**config.mk**
```make
export PLATFORM = sky130hd
export DESIGN_NAME = mul_seq_ctrl
export DESIGN_NICKNAME = d
export VERILOG_FILES = /design/src/rtl/mul_seq_ctrl.sv
export SDC_FILE = /design/constraint.sdc
export NUM_CORES = 1
export LEC_CHECK = 0
export CAP_MARGIN = 10
export CORE_ASPECT_RATIO = 1.4
export CORE_MARGIN = 2
export CORE_UTILIZATION = 62
export CTS_CLUSTER_SIZE = 30
export DETAILED_ROUTE_END_ITERATION = 8
export DONT_BUFFER_PORTS = 1
export GPL_TIMING_DRIVEN = 0
export PLACE_DENSITY_LB_ADDON = 0.05
export SYNTH_ARGS = -nofsm -noshare
export SYNTH_HDL_FRONTEND = slang
export SYNTH_SLANG_ARGS = --single-unit
```
**constraint.sdc**
```tcl
create_clock -name clk -period 2.1 [get_ports clk]
set_input_delay 0.315 -clock clk [delete_from_list [all_inputs] [get_ports clk]]
set_output_delay 0.315 -clock clk [all_outputs]
set_load 0.1 [all_outputs]
```
**src/rtl/mul_seq_ctrl.sv**
```systemverilog
// Control FSM for a repeated-addition multiplier datapath.
// Collects operand A then operand B over a valid/ready handshake, clears P,
// then adds A into P once per cycle while decrementing B until B reaches zero
// or the iteration limit is hit. The result is held with done until res_ack.
// Strobes are decoded combinationally from the state register and inputs, and
// every output is forced low while rst is high.

module mul_seq_ctrl #(
    parameter int unsigned MAX_ITER = 65535,
    parameter int unsigned CW       = 16
) (
    input  logic          clk,
    input  logic          rst,
    input  logic          start,
    input  logic          abort,
    input  logic          in_valid,
    output logic          in_ready,
    input  logic          eqz,
    output logic          LdA,
    output logic          LdB,
    output logic          LdP,
    output logic          clrP,
    output logic          decB,
    output logic          busy,
    output logic          done,
    input  logic          res_ack,
    output logic          err,
    output logic [CW-1:0] iter_cnt
);

    typedef enum logic [2:0] {
        S_IDLE   = 3'd0,
        S_LOAD_A = 3'd1,
        S_LOAD_B = 3'd2,
        S_RUN    = 3'd3,
        S_DONE   = 3'd4
    } state_t;

    localparam logic [CW-1:0] MAX_ITER_C = CW'(MAX_ITER);
    localparam logic [CW-1:0] ONE_C      = CW'(1);

    state_t        state_r;
    logic [CW-1:0] iter_cnt_r;
    logic          err_r;
    logic          at_limit_s;

    logic          in_ready_s;
    logic          lda_s;
    logic          ldb_s;
    logic          ldp_s;
    logic          clrp_s;
    logic          decb_s;

    assign at_limit_s = (iter_cnt_r == MAX_ITER_C);

    // Strobe and handshake decode; reset and abort silence everything.
    always_comb begin
        in_ready_s = 1'b0;
        lda_s      = 1'b0;
        ldb_s      = 1'b0;
        ldp_s      = 1'b0;
        clrp_s     = 1'b0;
        decb_s     = 1'b0;
        if (rst || abort) begin
            in_ready_s = 1'b0;
        end else begin
            case (state_r)
                S_IDLE: begin
                    in_ready_s = 1'b0;
                end
                S_LOAD_A: begin
                    in_ready_s = 1'b1;
                    clrp_s     = 1'b1;
                    lda_s      = in_valid;
                end
                S_LOAD_B: begin
                    in_ready_s = 1'b1;
                    ldb_s      = in_valid;
                end
                S_RUN: begin
                    if (!eqz && !at_limit_s) begin
                        ldp_s  = 1'b1;
                        decb_s = 1'b1;
                    end else begin
                        ldp_s  = 1'b0;
                        decb_s = 1'b0;
                    end
                end
                S_DONE: begin
                    in_ready_s = 1'b0;
                end
                default: begin
                    in_ready_s = 1'b0;
                end
            endcase
        end
    end

    // Sequencer: state, iteration counter and limit flag.
    always_ff @(posedge clk) begin
        if (rst) begin
            state_r    <= S_IDLE;
            iter_cnt_r <= {CW{1'b0}};
            err_r      <= 1'b0;
        end else if (abort) begin
            state_r    <= S_IDLE;
        end else begin
            case (state_r)
                S_IDLE: begin
                    if (start) begin
                        state_r    <= S_LOAD_A;
                        iter_cnt_r <= {CW{1'b0}};
                        err_r      <= 1'b0;
                    end
                end
                S_LOAD_A: begin
                    if (in_valid) begin
                        state_r <= S_LOAD_B;
                    end
                end
                S_LOAD_B: begin
                    if (in_valid) begin
                        state_r <= S_RUN;
                    end
                end
                S_RUN: begin
                    if (eqz) begin
                        state_r <= S_DONE;
                    end else if (at_limit_s) begin
                        err_r   <= 1'b1;
                        state_r <= S_DONE;
                    end else begin
                        iter_cnt_r <= iter_cnt_r + ONE_C;
                    end
                end
                S_DONE: begin
                    if (res_ack) begin
                        state_r <= S_IDLE;
                    end
                end
                default: begin
                    state_r <= S_IDLE;
                end
            endcase
        end
    end

    assign in_ready = in_ready_s;
    assign LdA      = lda_s;
    assign LdB      = ldb_s;
    assign LdP      = ldp_s;
    assign clrP     = clrp_s;
    assign decB     = decb_s;
    assign busy     = ~rst & (state_r != S_IDLE);
    assign done     = ~rst & (state_r == S_DONE);
    assign err      = ~rst & err_r;
    assign iter_cnt = rst ? {CW{1'b0}} : iter_cnt_r;

endmodule

```
==> results.py <==
metrics = {
    "outcome": {
        "status": "finished with violations",
        "violations": "setup timing",
    },
    "layout": {
        "layout_common_cells": "16 x nor2b_2, 16 x nand2_1, 16 x buf_4, 15 x dfxtp_1, 12 x nand2b_1",
        "utilization_pct": 84.7,
        "fillers": 140,
        "syn2layout_area_growth_pct": 31.5,
        "fin_nets": 204,
        "diodes": 0,
        "drive_gt1_share_pct": 35.4,
    },
    "detailed_routing": {
        "drc": 0,
        "via_per_inst": 7.05,
        "ant_nets": 0,
        "drt_iter0_drc": 112,
        "wirelength_mm": 4.46,
        "routed-via-count": 1530,
        "wl_per_cell_um": 20.6,
        "dr.pass1.iters": 7,
    },
    "power_and_ir_drop": {
        "vdd_drop_max_mv": 0.492,
        "power_w": 0.000772,
        "power_leakage_nw": 0.557,
        "p_per_area_nw_per_um2": 424,
    },
    "critical_path": {
        "cp.arrival_ps": 2260,
        "crit_fanout": 2,
        "r2r_end": "iter_cnt_r[6]$_SDFFE_PP0P_",
        "crit_type": "reg -> out",
        "worst-r2r-setup-slack_ps": 40,
        "start_kind": "flop",
        "reg2reg_from": "state_r[0]$_SDFFE_PN0P_",
        "reg2regPathDepth": 7,
        "crit_path_end_kind": "output port",
        "critical_path_required_ps": 1780,
    },
    "sta": {
        "finalCritPeriodShare_pct": 123,
        "fin_skew_ps": 1.46,
        "timing.slew.headroom_pct": 10.5,
        "fmax_mhz": 388,
        "finalSetupViolations": 4,
        "finalCriticalPeriod_ps": 2580,
        "worstMarginPinSlew_ps": 1330,
        "finalHoldViolCount": 0,
        "finalWorstSetupSlack_ps": -480,
        "rsz0062_at_grt": "yes",
        "maxSlewViolCount": 0,
    },
    "hold_path": {
        "worstHoldPathCells": 3,
        "hold_end": "state_r[2]$_SDFFE_PN0P_",
        "hold_path_class": "in -> reg",
        "hp-start": "rst",
    },
    "grt": {
        "antenna_found_initial": 0,
        "grt_max_degree": 12,
        "grt_overflow": 0,
        "grt_pass1_wl_mm": 6.38,
        "grt_pass1_vias": 1432,
        "grt_use_total_pct": 32.0,
    },
    "synth": {
        "async_flop_share_pct": 0,
        "ys_seq_elements": 20,
        "synth-edff-count": 0,
        "syn-cell-area_um2": 1390,
        "ys_warn_count": 0,
        "syn_inst": 175,
        "avgSynthCellArea_um2": 7.91,
        "synth.distinct_cells": 45,
        "syn_nets": 183,
        "yosysSeqAreaShare_pct": 28.9,
        "ys.flop_type": "dfxtp_1",
    },
    "floorplan": {
        "die_w_um": 43.9,
        "row_count": 20,
        "dieHeight_um": 59.9,
        "initial_core_util_pct": 64.4,
        "core_area_um2": 2150,
        "io_pins": 32,
        "dieArea_um2": 2630,
    },
    "clocking": {
        "clkTransAtPathRegs_ps": 120,
        "cts_tree": "built",
        "clock_path_buffers": 2,
        "clk_latency_ps": 320,
        "cts_sinks": 20,
        "cts_max_level": 1,
        "cts_buffers": 3,
        "cts_root_buffer": "clkbuf_4",
    },
    "place": {
        "io_buffer_count": 0,
        "dp_slack_ps": -348,
        "hpwlAfterDp_mm": 2.66,
        "place.gp.congestion": 0.886,
    },
    "flow_run": {
        "cap_viol_max_count": 0,
    },
}
-- power breakdown --
| group | leakage [nW] | internal, W | switching, W |
|---|---|---|---|
| registers | 0.164 | 0.000382 | 0.00000472 |
| logic | 0.372 | 0.0000414 | 0.000103 |
| clock network | 0.0210 | 0.000106 | 0.000135 |
| total | 0.557 | 0.000529 | 0.000242 |
-- what timing repair did --
item	4_1_cts	5_1_grt
hold buffers	0	0
gates resized for setup	19	7
setup endpoints to repair	6	16
setup buffers	12	5
pin swaps	8	2
-- layout make-up --
cell class	instances	area [µm²]	area share (%)
Multi-Input combinational cell	137	1110	61.1
Timing Repair Buffer	18	146	8.04
Clock buffer	4	36.3	1.99
Tap cell	22	27.5	1.51
Sequential cell	20	412	22.6
Inverter	8	32.5	1.79
Buffer	8	55.1	3.02
-- Yosys cell counts, types with 6 or more instances --
cell,n,area [µm²]
nand2b_1,13,81.3
mux2i_1,10,100
nand3_1,7,35.0
nor2b_1,16,100
inv_1,8,30.0
a21oi_1,7,35.0
nand2_1,16,60.1
nor4_1,6,37.5
dfxtp_1,20,400
nor2_1,7,26.3
-- critical path, cell delays in order, from the launching register on --
cell and delay [ps]:
dfxtp_2 360, ha_4 170, nand3_4 80, or4_4 150
nand3_4 80, nor3_4 830, buf_12 270
-- through the flow --
step | cells | setup TNS, ps | cell area, µm² | hold slack [ps]
3_3_place_gp | 197 | -1320 | 1540 | 447
4_1_cts | 212 | -962 | 1740 | 246
2_1_floorplan | 175 | -908 | 1510 | 429
6_report | 217 | -1060 | 1820 | 224
5_1_grt | 217 | -1340 | 1820 | 237
3_5_place_dp | 198 | -479 | 1570 | 456
-- kinds of logic after synthesis --
group / after synthesis / synth area share [%]
buffers and inverters: 18 / 5.96
adder cells (fa/ha/maj): 1 / 0.903
multiplexers: 10 / 7.23
AND/OR/NAND/NOR: 93 / 39.7
flip-flops: 20 / 28.9
AO/OA/AOI/OAI: 33 / 17.3
-- registers in the layout (all words and copies together) (netlist names) --
name,flops
iter_cnt_r,16
state_r,3
err_r,1
-- worst max path at each step --
| stage | slack [ps] | cells past startpoint | to | start |
|---|---|---|---|---|
| final | -480 | 6 | decB | iter_cnt_r[0]$_SDFFE_PP0P_ |
| after global routing | -540 | 6 | decB | iter_cnt_r[0]$_SDFFE_PP0P_ |
| after CTS | -430 | 6 | decB | iter_cnt_r[1]$_SDFFE_PP0P_ |
| after detailed placement | -350 | 6 | decB | state_r[0]$_SDFFE_PN0P_ |
| after global placement | -320 | 4 | LdB | abort |
| after floorplan | -230 | 4 | LdA | abort |
-- routing by layer --
layer | vias up | global-route usage (%) | share of wire, %
li1 | 686 | - | -
met1 | 714 | 32.8 | 34
met2 | 96 | 61.6 | 54
met3 | 34 | 3.32 | 6.2
met4 | 0 | 16.5 | 5.3
met5 | - | 0 | 0
(Power assumes the default switching activity.)
